<file path="config.mk">
export PLATFORM = sky130hd
export DESIGN_NAME = dot_result_collect
export DESIGN_NICKNAME = d
export VERILOG_FILES = /design/src/rtl/dot_result_collect_pkg.sv /design/src/rtl/dot_result_collect_sync_fifo.sv /design/src/rtl/dot_result_collect.sv
export SDC_FILE = /design/constraint.sdc
export NUM_CORES = 1
export LEC_CHECK = 0
export ABC_AREA = 1
export CAP_MARGIN = 5
export CORE_UTILIZATION = 64
export CTS_BUF_LIST = sky130_fd_sc_hd__clkbuf_4 sky130_fd_sc_hd__clkbuf_8
export DETAILED_ROUTE_END_ITERATION = 16
export GPL_TIMING_DRIVEN = 0
export HOLD_SLACK_MARGIN = 0.06
export PLACE_DENSITY = 0.88
export SKIP_LAST_GASP = 1
export SLEW_MARGIN = 0
export SYNTH_ARGS = -nofsm -noshare
export SYNTH_HDL_FRONTEND = slang
export SYNTH_SLANG_ARGS = --single-unit
</file>
<file path="constraint.sdc">
create_clock -name clk -period 5.5 [get_ports clk]
set_input_delay 0.55 -clock clk [delete_from_list [all_inputs] [get_ports clk]]
set_output_delay 0.55 -clock clk [all_outputs]
set_load 0.1 [all_outputs]
</file>
<file path="src/rtl/dot_result_collect_pkg.sv">
// Shared widths, packet layout and FSM encoding for the dot-product result collector.
package dot_result_collect_pkg;

  localparam int FFLAGS_W  = 5;
  localparam int REG_IDX_W = 8;

  localparam int DEF_SHAPE_N = 4;
  localparam int DEF_ELEM_W  = 9;
  localparam int DEF_WARP_W  = 4;

  // Packet layout at the default configuration; the collector re-declares it at its own widths.
  typedef struct packed {
    logic [DEF_SHAPE_N*DEF_ELEM_W-1:0] data;
    logic [FFLAGS_W-1:0]               fflags;
    logic [REG_IDX_W-1:0]              reg_idxw;
    logic [DEF_WARP_W-1:0]             warpid;
  } dot_pkt_t;

  typedef enum logic {ST_IDLE = 1'b0, ST_FILL = 1'b1} fill_state_e;

  function automatic int ptr_w(input int depth);
    return (depth > 1) ? $clog2(depth) : 1;
  endfunction

endpackage

</file>
<file path="src/rtl/dot_result_collect_sync_fifo.sv">
// Single-clock packet FIFO; push on a full FIFO succeeds when a pop happens in the same cycle.
module sync_fifo
  import dot_result_collect_pkg::*;
#(
  parameter int WIDTH = 8,
  parameter int DEPTH = 2
) (
  input  logic             clk,
  input  logic             rst_n,
  input  logic             push_i,
  input  logic [WIDTH-1:0] din_i,
  input  logic             pop_i,
  output logic [WIDTH-1:0] dout_o,
  output logic             full_o,
  output logic             empty_o
);

  localparam int PW = ptr_w(DEPTH);
  localparam int CW = $clog2(DEPTH + 1);

  logic [DEPTH-1:0][WIDTH-1:0] mem_q;
  logic [PW-1:0]               wr_ptr_q, rd_ptr_q;
  logic [CW-1:0]               count_q;
  logic                        do_push, do_pop;

  function automatic logic [PW-1:0] ptr_inc(input logic [PW-1:0] p);
    return (p == PW'(DEPTH - 1)) ? '0 : p + 1'b1;
  endfunction

  assign full_o  = (count_q == CW'(DEPTH));
  assign empty_o = (count_q == '0);
  assign do_pop  = pop_i & ~empty_o;
  assign do_push = push_i & (~full_o | do_pop);
  assign dout_o  = mem_q[rd_ptr_q];

  always_ff @(posedge clk or negedge rst_n) begin
    if (!rst_n) begin
      mem_q    <= '0;
      wr_ptr_q <= '0;
      rd_ptr_q <= '0;
      count_q  <= '0;
    end else begin
      if (do_push) begin
        mem_q[wr_ptr_q] <= din_i;
        wr_ptr_q        <= ptr_inc(wr_ptr_q);
      end
      if (do_pop) rd_ptr_q <= ptr_inc(rd_ptr_q);
      case ({do_push, do_pop})
        2'b10:   count_q <= count_q + 1'b1;
        2'b01:   count_q <= count_q - 1'b1;
        default: count_q <= count_q;
      endcase
    end
  end

endmodule

</file>
<file path="src/rtl/dot_result_collect.sv">
// Packs SHAPE_N reduction-tree results into one writeback packet, buffered in a small FIFO.
// Define DOT_RESULT_COLLECT_FFLAGS_EN to OR-accumulate exception flags per packet.
module dot_result_collect
  import dot_result_collect_pkg::*;
#(
  parameter int SHAPE_N       = 4,
  parameter int ELEMENT_WIDTH = 9,
  parameter int DEPTH_WARP    = 4,
  parameter int FIFO_DEPTH    = 2
) (
  input  logic                             clk,
  input  logic                             rst_n,
  input  logic                             in_valid_i,
  output logic                             in_ready_o,
  input  logic [ELEMENT_WIDTH-1:0]         result_i,
  input  logic [FFLAGS_W-1:0]              fflags_i,
  input  logic [REG_IDX_W-1:0]             ctrl_reg_idxw_i,
  input  logic [DEPTH_WARP-1:0]            ctrl_warpid_i,
  output logic                             out_valid_o,
  input  logic                             out_ready_i,
  output logic [SHAPE_N*ELEMENT_WIDTH-1:0] data_o,
  output logic [FFLAGS_W-1:0]              fflags_o,
  output logic [REG_IDX_W-1:0]             reg_idxw_o,
  output logic [DEPTH_WARP-1:0]            warpid_o,
  output logic                             err_o
);

  localparam int DATA_W = SHAPE_N * ELEMENT_WIDTH;
  localparam int CNT_W  = $clog2(SHAPE_N);
  localparam logic [CNT_W-1:0] LAST = CNT_W'(SHAPE_N - 1);

`ifdef DOT_RESULT_COLLECT_FFLAGS_EN
  typedef struct packed {
    logic [DATA_W-1:0]     data;
    logic [FFLAGS_W-1:0]   fflags;
    logic [REG_IDX_W-1:0]  reg_idxw;
    logic [DEPTH_WARP-1:0] warpid;
  } pkt_t;
`else
  typedef struct packed {
    logic [DATA_W-1:0]     data;
    logic [REG_IDX_W-1:0]  reg_idxw;
    logic [DEPTH_WARP-1:0] warpid;
  } pkt_t;
`endif

  fill_state_e                           state_q, state_d;
  logic [CNT_W-1:0]                      count_q;
  logic [SHAPE_N-1:0][ELEMENT_WIDTH-1:0] lanes_q, lanes_cat;
  logic [REG_IDX_W-1:0]                  tag_reg_q;
  logic [DEPTH_WARP-1:0]                 tag_warp_q;
  logic                                  err_q;
  logic                                  accept, tag_miss, is_last, restart;
  logic                                  fifo_push, fifo_pop, fifo_full, fifo_empty;
  pkt_t                                  pkt_d, fifo_dout, hold_q, out_pkt;

`ifdef DOT_RESULT_COLLECT_FFLAGS_EN
  logic [FFLAGS_W-1:0] flags_q;
`else
  logic unused_fflags;
  assign unused_fflags = ^fflags_i;
`endif

  assign accept   = in_valid_i & in_ready_o;
  assign tag_miss = (state_q == ST_FILL) &&
                    ((ctrl_reg_idxw_i != tag_reg_q) || (ctrl_warpid_i != tag_warp_q));
  assign is_last  = (state_q == ST_FILL) && (count_q == LAST) && !tag_miss;
  // A tag mismatch abandons the partial packet and restarts with the offending element.
  assign restart  = (state_q == ST_IDLE) || tag_miss;
  assign fifo_pop = out_valid_o & out_ready_i;

  always_ff @(posedge clk or negedge rst_n) begin
    if (!rst_n) state_q <= ST_IDLE;
    else        state_q <= state_d;
  end

  always_comb begin
    state_d = state_q;
    case (state_q)
      ST_IDLE: if (accept)           state_d = ST_FILL;
      ST_FILL: if (accept && is_last) state_d = ST_IDLE;
      default:                       state_d = ST_IDLE;
    endcase
  end

  always_comb begin
    in_ready_o = 1'b1;
    if ((count_q == LAST) && fifo_full && !fifo_pop) in_ready_o = 1'b0;
    fifo_push = accept & is_last;
  end

  always_ff @(posedge clk or negedge rst_n) begin
    if (!rst_n) begin
      count_q    <= '0;
      lanes_q    <= '0;
      tag_reg_q  <= '0;
      tag_warp_q <= '0;
      err_q      <= 1'b0;
`ifdef DOT_RESULT_COLLECT_FFLAGS_EN
      flags_q    <= '0;
`endif
    end else begin
      err_q <= accept & tag_miss;
      if (accept) begin
        if (restart) begin
          lanes_q[0] <= result_i;
          tag_reg_q  <= ctrl_reg_idxw_i;
          tag_warp_q <= ctrl_warpid_i;
          count_q    <= CNT_W'(1);
`ifdef DOT_RESULT_COLLECT_FFLAGS_EN
          flags_q    <= fflags_i;
`endif
        end else begin
          lanes_q[count_q] <= result_i;
          count_q          <= is_last ? '0 : count_q + 1'b1;
`ifdef DOT_RESULT_COLLECT_FFLAGS_EN
          flags_q          <= flags_q | fflags_i;
`endif
        end
      end
    end
  end

  // The final element bypasses the lane registers straight into the FIFO.
  always_comb begin
    lanes_cat            = lanes_q;
    lanes_cat[SHAPE_N-1] = result_i;
    pkt_d                = '0;
    pkt_d.data           = lanes_cat;
    pkt_d.reg_idxw       = tag_reg_q;
    pkt_d.warpid         = tag_warp_q;
`ifdef DOT_RESULT_COLLECT_FFLAGS_EN
    pkt_d.fflags         = flags_q | fflags_i;
`endif
  end

  sync_fifo #(
    .WIDTH($bits(pkt_t)),
    .DEPTH(FIFO_DEPTH)
  ) u_fifo (
    .clk    (clk),
    .rst_n  (rst_n),
    .push_i (fifo_push),
    .din_i  (pkt_d),
    .pop_i  (fifo_pop),
    .dout_o (fifo_dout),
    .full_o (fifo_full),
    .empty_o(fifo_empty)
  );

  // Outputs keep showing the last delivered packet while the FIFO is empty.
  always_ff @(posedge clk or negedge rst_n) begin
    if (!rst_n)        hold_q <= '0;
    else if (fifo_pop) hold_q <= fifo_dout;
  end

  assign out_valid_o = ~fifo_empty;
  assign out_pkt     = out_valid_o ? fifo_dout : hold_q;
  assign data_o      = out_pkt.data;
  assign reg_idxw_o  = out_pkt.reg_idxw;
  assign warpid_o    = out_pkt.warpid;
  assign err_o       = err_q;
`ifdef DOT_RESULT_COLLECT_FFLAGS_EN
  assign fflags_o    = out_pkt.fflags;
`else
  assign fflags_o    = '0;
`endif

endmodule

</file>
==> results.env, run 1 <==
STATUS='complete, no violations'
P_PER_AREA_mW_PER_MM2=281
ENDPOINT_KIND='output port'
CELLLEAKAGEPOWER_nW=5.37
GRT_OVERFLOW_TOTAL=0
FP.DIEAREA_MM2=0.0147
REG_TO_REG_CRITICAL_PATH_ENDPOINT='u_fifo.count_q[1]'
RSZ_0062_RAISED_AFTER_GLOBAL_ROUTING='no'
IO-PIN-COUNT=86
DIE_H_UM=121
SYNTHESIS.INSTANCES=1180
CTS_MADE_BUFFERS=17
FIRST_PASS_ITERS=5
HOLD_BUFFERS=0
ROUTED_WIRE_LENGTH_PER_INSTANCE_UM=15.6
FIRST_GLOBAL_VIAS=7709
MULTI_INPUT_AREA_MM2=0.00365
REGISTER_AREA_MM2=0.00478
TIMING.FINAL.CRIT_PERIOD_NS=4.15
TRITONCTS='done'
CTS_HTREE_LEVELS=4
SEQUENTIAL_SHARE_OF_POWER_PCT=49.3
POSTSYNTHREGISTERBITS=191
POST-ROUTE-UTIL_PCT=75.8
CP-START-KIND='register'
HOLD_VIOL=0
REGTOREGSTARTPOINT='u_fifo.count_q[0]'
FINISH.NET_COUNT=1314
SYN-MEAN-INSTANCE-AREA_UM2=7.73
CORE_REGION_AREA_MM2=0.0139
FIN_TOTAL_PWR_mW=2.95
NUMBER_OF_WARNINGS_REPORTED_IN_THE_YOSYS_SYNTHESIS_LOG=0
CTS_ROOT_BUFFER='clkbuf_8'
START_UTIL_PCT=65.7
FMAX_MHz=241
POST_CTS.RESIZED_INSTANCES=0
MIN-DELAY-PATH-CLASS='input pin to asynchronous set/reset pin'
CTS_SETUP_BUFFERS=0
POSTSYNTH.ASYNCRESETSHARE_PCT=100
CLOCK-SKEW-FINAL_NS=0.0110
WORST_SETUP_PATH_ENDPOINT='data_o[11]'
GP_ROUTABILITY_CONGESTION=0.927
NETLIST.TOP_CELL.BY_AREA='dfrtp_1'
CTS.REPORTEDPATHS.CLKPINSLEW_NS=0.09
GRT_PASS1_WL_UM=38000
DIE_W_UM=121
SETUP_VIOLATIONS=0
CRITPATHREQUIREDTIME_NS=4.95
SYNTH.LIB_CELLS_USED.DISTINCT=25
CLOCK_SINKS=191
SYNTH_MOST_COMMON_CELL='nand2_1'
SYNTH_TOP_CELL_AREA_SHARE_PCT=52.4
ROUTE.FINAL.WIRE_LENGTH_UM=22900
WORST_SLEW_PIN_SLEW_NS=0.973
VIAS_PER_CELL=5.65
N_FILL_CELL=1044
SETUP.WORST_PATH.CLASS='register to output port'
PLACEMENT_ROWS=43
SYNTH.CELL_AREA_MM2=0.00912
YS_TOP_CELLS_BY_AREA='dfrtp_1 (52%), nand2_1 (23%), nand4_1 (6.9%)'
POWER_SWITCHING_mW=0.978
POSTSYNTH.TOPFLOPCELL='dfrtp_1'
GRT_START_MAX_NET_PINS=100
VDD_DROP_MAX_mV=0.166
LOGIC_GATE_SHARE_OF_TOTAL_POWER_PCT=19.8
DRIVE_GT1_SHARE_PCT=5.90
INITIAL_ANTENNA_VIOLATION_COUNT=0
INTERNAL_POWER_mW=1.98
FINAL_MAX_SLEW_VIOL_COUNT=0
DP.FINAL_HPWL_UM=16000
DRC_ERRORS=0
RR_WORST_DEPTH=8
NUMBER_OF_CELLS_IN_THE_DESIGN_AFTER_PLACEMENT=1440
YS_SEQ_AREA_SHARE_PCT=52.4
LAYOUTNONFILLERINSTCOUNT=1469
FINAL_MIN_PERIOD_OVER_CLOCK_PERIOD_PCT=75.4
CRIT_PATH_MAX_FANOUT=10
DRTITER0DRC=876
ANTENNA_CELLS_INSERTED=0
WORST_EP_ARRIVAL_TIME_NS=3.60
GROUTE.USAGE.OVERALL_PCT=33.5
AREA_GROWTH_SYN_TO_LAYOUT_PCT=15.3
NUMBER_OF_FLOPS_MAPPED_TO_ENABLE_CELLS_BY_YOSYS=0
FRACTION_OF_POWER_CONSUMED_BY_THE_CLOCK_NETWORK_PCT=30.8
ANTENNA_VIOLATING_NETS_POST_ROUTE=0
VIAS=8301
POST_SYNTH_MOST_FREQUENT_CELLS='nand2_1 (558), dfrtp_1 (191), o21ai_0 (107)'
IO_BUFFER_COUNT=75
TIMING.REG2REG.SETUP_SLACK_NS=2.95
TIMING.MAX_CAP.VIOLATIONS=0
WORSTSKEWPAIRLATENCY_NS=0.48
SETUP.WORST_PATH.START='u_fifo.rd_ptr_q'
NETSWITCHINGFRACTION_PCT=33.1
CTS.PATH.MAX_BUFFERS=2
SLEW_HEADROOM_PCT=34.9
## placed cells by master, fill, tap and decap left out, types with 3 or more instances in the layout
cell / netlist / routed
buf_2: 19 / 19
buf_4: 9 / 9
buf_6: 4 / 4
clkbuf_1: 47 / 47
clkbuf_4: 0 / 3
clkbuf_8: 0 / 19
clkdlybuf4s50_1: 0 / 74
clkinv_2: 0 / 4
conb_1: 1 / 5
dfrtp_1: 191 / 191
ha_1: 5 / 5
inv_1: 77 / 77
inv_2: 4 / 4
nand2_1: 558 / 558
nand3_1: 24 / 24
nand4_1: 100 / 100
nor2_1: 11 / 11
nor2_2: 3 / 3
o21ai_0: 107 / 107
xnor2_1: 6 / 6
## metal layers
metal  global-route usage (%)  share of wire [%]  routed length [um]  up-vias
met2                     51.3                 46               10600      332
met3                     5.17                7.0                1600       49
met4                     14.5                2.6                 607        0
li1                         -                  -                   -     3945
met5                        0                  0                   0        -
met1                     47.6                 44               10100     3975
## state kept, by name, summed over array words and instances (netlist names)
register         flops
lanes_cat           27
state_q              1
err_o                1
hold_q              48
tag_reg_q            8
tag_warp_q           4
u_fifo.mem_q        96
u_fifo.rd_ptr_q      1
count_q              2
u_fifo.count_q       2
u_fifo.wr_ptr_q      1
## cell families (layout without fill, tap and decap cells)
family / after synthesis / after routing / share of synthesized area [%]
xor+xnor: 8 / 8 / 0.768
buf+inv: 164 / 269 / 7.71
flops: 191 / 191 / 52.4
other cells: 1 / 5 / 0.0411
compound gates: 109 / 109 / 5.98
simple gates: 702 / 702 / 32.4
fa+ha+maj: 5 / 5 / 0.686
## worst max-delay path, cell delays in order, from the launching register on
cell and delay (ns):
dfrtp_1 0.37, clkbuf_1 0.14, inv_1 0.10, clkbuf_1 0.55
clkbuf_1 0.44, nand2_1 0.11, nand2_1 0.11, nand2_1 0.05
o21ai_0 0.08, clkdlybuf4s50_1 1.16
## power groups by stage
stage | clock (mW) | sequential [mW] | combinational (mW)
2_1_floorplan | 0 | 1.48 | 0.346
3_3_place_gp | 0 | 1.48 | 0.569
3_5_place_dp | 0 | 1.48 | 0.579
4_1_cts | 0.909 | 1.46 | 0.581
5_1_grt | 0.964 | 1.46 | 0.630
6_report | 0.910 | 1.46 | 0.586
## layout make-up
class	count	share of cell area (%)
flip-flops and latches	191	45.4
multi-input cells	829	34.7
repair buffers	76	7.45
plain buffers	81	3.72
inverters	83	2.96
clock buffers	22	2.70
well taps	180	2.14
clock inverters	7	0.845
## how the worst min path moves through the flow
stage,from,to,slack [ns]
floorplan,rst_n,count_q[0],0.25
global placement,u_fifo.mem_q[88],u_fifo.mem_q[88],0.45
detailed placement,u_fifo.mem_q[11],u_fifo.mem_q[11],0.46
CTS,rst_n,hold_q[31],0.11
global route,rst_n,hold_q[31],0.14
finish,rst_n,u_fifo.mem_q[30],0.06
## metrics by stage
stage / cell area, um^2 / hold WS (ns) / TNS, ns / setup slack (ns)
final: 10500 / 0.0623 / 0 / 1.35
after global routing: 10500 / 0.136 / 0 / 1.19
after CTS: 10500 / 0.107 / 0 / 1.38
after detailed placement: 10100 / 0.459 / 0 / 1.89
after global placement: 10100 / 0.454 / -753.54 / -3.96
after floorplan: 9140 / 0.254 / 0 / 1.11
(Power assumes the default switching activity.)
==> run 2: changes to the inputs <==
CORE_UTILIZATION = 54   (was 64)
PLACE_DENSITY = 0.79   (was 0.88)
clock period = 3.8 ns   (was 5.5 ns; I/O delays follow)
==> run 2 against run 1 <==
  * First-iteration DRC count fell by 10%
  * Sequential power grew 45%
  * Sequential share of layout area rose by 0.076 points
  * Setup slack got worse by 1.2 ns
  * Clock skew up 0.0037 ns
  * Final area decreased by 0.17%
  * Die area rose by 18%
  * Power increased by 46%
  * Critical endpoint is now warpid_o[3]
==> results.env, run 2 (synthesized netlist as in run 1, its figures left out) <==
ROUTE.FINAL.WIRE_LENGTH_UM=22900
INITIAL_ANTENNA_VIOLATION_COUNT=0
DRIVE_GT1_SHARE_PCT=7.51
CTS.REPORTEDPATHS.CLKPINSLEW_NS=0.09
DIE_W_UM=132
CLOCK-SKEW-FINAL_NS=0.0147
MOSTFREQUENTLAYOUTCELL='nand2_1'
TIMING.REG2REG.SETUP_SLACK_NS=1.22
CLOCK_SINKS=191
DRC_ERRORS=0
CTS_SETUP_BUFFERS=0
DRTITER0DRC=788
DIE_H_UM=132
RR_WORST_DEPTH=8
FRACTION_OF_POWER_CONSUMED_BY_THE_CLOCK_NETWORK_PCT=31.3
SETUP.WORST_PATH.CLASS='register to output port'
LOGIC_GATE_SHARE_OF_TOTAL_POWER_PCT=19.8
STATUS='complete, no violations'
GP_ROUTABILITY_CONGESTION=0.884
CRIT_PATH_MAX_FANOUT=10
VIAS=8187
FINAL_MIN_PERIOD_OVER_CLOCK_PERIOD_PCT=95.4
WORSTSKEWPAIRLATENCY_NS=0.48
GRT_OVERFLOW_TOTAL=0
P_PER_AREA_mW_PER_MM2=410
CTS.PATH.MAX_BUFFERS=2
IO_BUFFER_COUNT=75
VIAS_PER_CELL=5.42
GRT_PASS1_WL_UM=38500
CTS_ROOT_BUFFER='clkbuf_8'
LARGEST_REGISTER_FFS=96
TIMING.MAX_CAP.VIOLATIONS=0
START_UTIL_PCT=55.2
TNS_NS=0
FMAX_MHz=276
RSZ_0062_RAISED_AFTER_GLOBAL_ROUTING='no'
FIRST_GLOBAL_VIAS=7655
VDD_DROP_MAX_mV=0.290
FINAL_MAX_SLEW_VIOL_COUNT=0
SEQUENTIAL_SHARE_OF_POWER_PCT=48.9
REG_TO_REG_CRITICAL_PATH_ENDPOINT='u_fifo.count_q[1]'
MOST_FREQUENT_CELLS_IN_THE_LAYOUT='nand2_1 (558), dfrtp_1 (191), o21ai_0 (107)'
CTS_HTREE_LEVELS=4
WORST_EP_ARRIVAL_TIME_NS=3.24
ENDPOINT_KIND='output port'
REGISTERS.TOP_BY_FF_COUNT='u_fifo.mem_q'
SETUP_VIOLATIONS=0
FP.DIEAREA_MM2=0.0174
DP.FINAL_HPWL_UM=16000
INTERNAL_POWER_mW=2.89
FIN_TOTAL_PWR_mW=4.30
GRT_START_MAX_NET_PINS=108
WORST_SLEW_PIN_SLEW_NS=0.974
CP-START-KIND='register'
LAYOUTNONFILLERINSTCOUNT=1511
MIN-DELAY-PATH-CLASS='input pin to asynchronous set/reset pin'
CTS_MADE_BUFFERS=17
ROUTED_WIRE_LENGTH_PER_INSTANCE_UM=15.2
WORST_PATH_LARGEST_CELL_DELAY_NS=1.17
CELLLEAKAGEPOWER_nW=5.44
IO-PIN-COUNT=86
AREA_GROWTH_SYN_TO_LAYOUT_PCT=15.1
NUMBER_OF_CELLS_IN_THE_DESIGN_AFTER_PLACEMENT=1480
PLACEMENT_ROWS=47
ANTENNA_CELLS_INSERTED=0
TIMING.FINAL.CRIT_PERIOD_NS=3.62
FIRST_PASS_ITERS=5
ANTENNA_VIOLATING_NETS_POST_ROUTE=0
TRITONCTS='done'
CRITPATHREQUIREDTIME_NS=3.42
NETSWITCHINGFRACTION_PCT=32.9
POWER_SWITCHING_mW=1.42
CRIT_PATH_TOP_DELAY_CELL='clkdlybuf4s50_1'
SLEW_HEADROOM_PCT=34.9
REGTOREGSTARTPOINT='u_fifo.count_q[0]'
WORSTPATHCELLLIST='nor2_1, clkinv_1, clkbuf_1, o21ai_0, clkdlybuf4s50_1'
FINISH.NET_COUNT=1315
GROUTE.USAGE.OVERALL_PCT=27.9
HOLD_VIOL=0
CORE_REGION_AREA_MM2=0.0165
run 2: changes by cell type in the layout (fill, tap and decap cells not counted), sizes merged:
| cell | previous run | this run |
|---|---|---|
| clkbuf | 69 | 92 |
| clkdlybuf4s50 | 74 | 50 |
| clkinv | 7 | 2 |
| clkinvlp | 0 | 3 |
| dlygate4sd2 | 0 | 1 |
| dlygate4sd3 | 0 | 1 |
| dlymetal6s2s | 0 | 3 |
run 2: how the worst max path moves through the flow:
stage | from | end | slack (ns)
6_report | u_fifo.count_q[0] | warpid_o[3] | 0.18
5_1_grt | u_fifo.count_q[0] | reg_idxw_o[7] | 0.005
4_1_cts | u_fifo.count_q[0] | data_o[35] | 0.08
3_5_place_dp | u_fifo.count_q[0] | data_o[16] | 0.34
3_3_place_gp | rst_n | hold_q[2] | -5.64
2_1_floorplan | u_fifo.count_q[0] | data_o[11] | -0.42
run 2: repair_timing:
item                       in CTS  in global routing
hold endpoints to repair       84                  0
gates resized for setup        21                 63
setup endpoints to repair      21                 23
hold buffers                    1                  0
run 2: cell type report:
type	count	area, um^2
clock buffers	25	307
flip-flops and latches	191	4780
plain buffers	81	392
fillers	1415	6020
multi-input cells	829	3650
clock inverters	5	82.6
inverters	83	312
well taps	220	275
repair buffers	77	699
run 2: routing by layer:
metal	up-vias	track usage, %	routed length [um]
li1	3938	-	-
met1	3911	40.7	10700
met2	309	42.4	10400
met3	29	4.50	1460
met4	0	9.88	357
met5	-	0	0
run 2: power by group through the flow:
stage / registers (mW) / logic (mW) / clock network (mW)
after detailed placement: 2.15 / 0.852 / 0
final: 2.11 / 0.853 / 1.35
after CTS: 2.11 / 0.854 / 1.37
after floorplan: 2.14 / 0.501 / 0
after global routing: 2.11 / 0.932 / 1.44
after global placement: 2.15 / 0.840 / 0
run 2: metrics by stage:
step           utilization, %  setup WS (ns)  hold WS, ns  instance area, um^2
4_1_cts                  64.0         0.0798        0.479                10600
3_3_place_gp             61.5          -5.64        0.454                10200
2_1_floorplan               -         -0.424       0.0844                 9140
3_5_place_dp             61.7          0.341        0.420                10200
6_report                 63.5          0.177        0.475                10500
5_1_grt                  63.5        0.00470        0.495                10500
run 2: critical path, delay by kind of cell (launching register included):
kind            cells  cell delay [ns]
compound gates      1             0.27
buf+inv             3             1.90
flops               1             0.44
simple gates        1             0.16
==> run 3: changes to the inputs <==
TNS_END_PERCENT = 5   (was default)
==> run 3 against run 2 <==
  * Largest cell class unchanged
  * Power is essentially flat
  * Sequential share of layout area decreased by 0.47 points
  * Global-route usage unchanged
  * First-iteration DRC count down 1.9%
  * The flow now finishes with violations (negative setup slack)
  * Setup slack got worse by 0.39 ns
  * Fmax down 9.8%
==> results.env, run 3 (synthesized netlist as in run 1, its figures left out) <==
ROUTE.FINAL.WIRE_LENGTH_UM=22900
SETUP.WORST_PATH.START='u_fifo.rd_ptr_q'
LAYOUTNONFILLERINSTCOUNT=1511
HOLD_VIOL=0
WORST_EP_ARRIVAL_TIME_NS=3.64
NUMBER_OF_CELLS_IN_THE_DESIGN_AFTER_PLACEMENT=1480
FAILED_CHECKS='negative setup slack'
POSTPLACECELLAREA_MM2=0.0102
FINAL_AREA_MM2=0.0106
IO-PIN-COUNT=86
FINAL.SETUP.WORST_SLACK_NS=-0.217
CTS.PATH.MAX_BUFFERS=2
FMAX_MHz=249
MOST_FREQUENT_CELLS_IN_THE_LAYOUT='nand2_1 (558), dfrtp_1 (191), o21ai_0 (107)'
STATUS='finished, violations left'
N_FILL_CELL=1392
FINISH.NET_COUNT=1315
HOLD_PATH_END='u_fifo.mem_q[52]'
VDD_DROP_MAX_mV=0.288
SETUP.WORST_PATH.CLASS='register to output port'
RR_WORST_DEPTH=8
DIE_H_UM=132
DP_SLACK_NS=0.341
REGISTERS.TOP_BY_FF_COUNT='u_fifo.mem_q'
CLOCK_SINKS=191
CORE_REGION_AREA_MM2=0.0165
WORST_HOLD_PATH.NUM_CELLS=2
WORSTSKEWPAIRLATENCY_NS=0.48
IO_BUFFER_COUNT=75
CRITPATHREQUIREDTIME_NS=3.42
FIRST_GLOBAL_VIAS=7655
GRT_OVERFLOW_TOTAL=0
WORST_SLEW_PIN_SLEW_NS=0.976
CTS_HTREE_LEVELS=4
MULTI_INPUT_AREA_MM2=0.00365
GRT_PASS1_WL_UM=38500
TNS_NS=-2.23
INITIAL_ANTENNA_VIOLATION_COUNT=0
ENDPOINT_KIND='output port'
P_PER_AREA_mW_PER_MM2=406
MOSTFREQUENTLAYOUTCELL='nand2_1'
TIMING.FINAL.CRIT_PERIOD_NS=4.02
CELLLEAKAGEPOWER_nW=5.50
REGISTER_AREA_MM2=0.00478
CTS_MADE_BUFFERS=17
DP.FINAL_HPWL_UM=16000
SLEW_HEADROOM_PCT=34.7
WORSTHOLDSTART='u_fifo.mem_q[52]'
REGTOREGSTARTPOINT='u_fifo.count_q[0]'
REG_TO_REG_CRITICAL_PATH_ENDPOINT='u_fifo.count_q[1]'
DRIVE_GT1_SHARE_PCT=5.96
GP_ROUTABILITY_CONGESTION=0.884
FP.DIEAREA_MM2=0.0174
CLOCK-SKEW-FINAL_NS=0.0139
CTS_SETUP_BUFFERS=0
VIAS=8167
START_UTIL_PCT=55.2
GROUTE.USAGE.OVERALL_PCT=27.9
FINAL_MAX_SLEW_VIOL_COUNT=0
SETUP_VIOLATIONS=13
PLACEMENT_ROWS=47
FIRST_PASS_ITERS=5
TRITONCTS='done'
ANTENNA_CELLS_INSERTED=0
CRIT_PATH_MAX_FANOUT=10
ROUTED_WIRE_LENGTH_PER_INSTANCE_UM=15.1
VIAS_PER_CELL=5.41
DRTITER0DRC=773
AREA_GROWTH_SYN_TO_LAYOUT_PCT=16.3
CTS.REPORTEDPATHS.CLKPINSLEW_NS=0.09
FINAL_MIN_PERIOD_OVER_CLOCK_PERIOD_PCT=106
LARGEST_REGISTER_FFS=96
GRT_START_MAX_NET_PINS=108
TIMING.MAX_CAP.VIOLATIONS=0
RSZ_0062_RAISED_AFTER_GLOBAL_ROUTING='yes'
CP-START-KIND='register'
DIE_W_UM=132
CTS_ROOT_BUFFER='clkbuf_8'
ANTENNA_VIOLATING_NETS_POST_ROUTE=0
TIMING.REG2REG.SETUP_SLACK_NS=1.21
DRC_ERRORS=0
MIN-DELAY-PATH-CLASS='register to register'
[run 3: cell count changes in the layout (fill, tap and decap cells not counted)]
cell             before  now
clkbuf_2             20    0
clkdlybuf4s50_1      50   66
dlymetal6s2s_1        3    7
[run 3: critical path: stages (launching register included)]
cell	delay [ns]
dfrtp_1	0.38
clkbuf_1	0.15
inv_1	0.11
clkbuf_1	0.57
clkbuf_1	0.43
nand2_1	0.09
nand2_1	0.11
nand2_1	0.06
o21ai_0	0.11
clkdlybuf4s50_1	1.16
[run 3: worst max-delay path by stage]
stage	endpoint	slack [ns]	depth (start not counted)
after floorplan	data_o[11]	-0.42	5
after global placement	hold_q[2]	-5.64	1
after detailed placement	data_o[16]	0.34	6
after CTS	data_o[0]	-0.17	9
after global routing	data_o[0]	-0.40	9
final	data_o[15]	-0.22	9
[run 3: layout make-up]
| type | instances | area share [%] |
|---|---|---|
| Sequential cell | 191 | 45.0 |
| Multi-Input combinational cell | 829 | 34.4 |
| Clock inverter | 5 | 0.778 |
| Clock buffer | 25 | 2.89 |
| Inverter | 83 | 2.94 |
| Timing Repair Buffer | 77 | 7.63 |
| Buffer | 81 | 3.69 |
| Tap cell | 220 | 2.59 |
[run 3: stage by stage]
stage	utilization (%)	total power, mW	hold slack (ns)
6_report	64.2	4.31	0.476
3_5_place_dp	61.7	3.00	0.420
5_1_grt	64.2	4.49	0.495
3_3_place_gp	61.5	2.99	0.454
4_1_cts	64.1	4.33	0.479
2_1_floorplan	-	2.64	0.0844
[run 3: routing by layer]
layer | GRT usage, % | routed length [um] | up-vias
li1 | - | - | 3940
met4 | 9.88 | 395 | 0
met3 | 4.50 | 1390 | 26
met1 | 40.7 | 10700 | 3906
met2 | 42.4 | 10400 | 295
met5 | 0 | 0 | -
[run 3: where the power goes]
| part | internal, mW | total (mW) | switching [mW] | leakage (nW) |
|---|---|---|---|---|
| logic | 0.164 | 0.853 | 0.689 | 2.70 |
| registers | 2.07 | 2.11 | 0.0374 | 2.61 |
| clock network | 0.657 | 1.35 | 0.689 | 0.193 |
[run 3: timing repair]
item,in CTS,in global routing
hold buffers,1,0
endpoints found under the setup margin,21,24
gates resized for setup,1,7
endpoints found under the hold margin,84,0
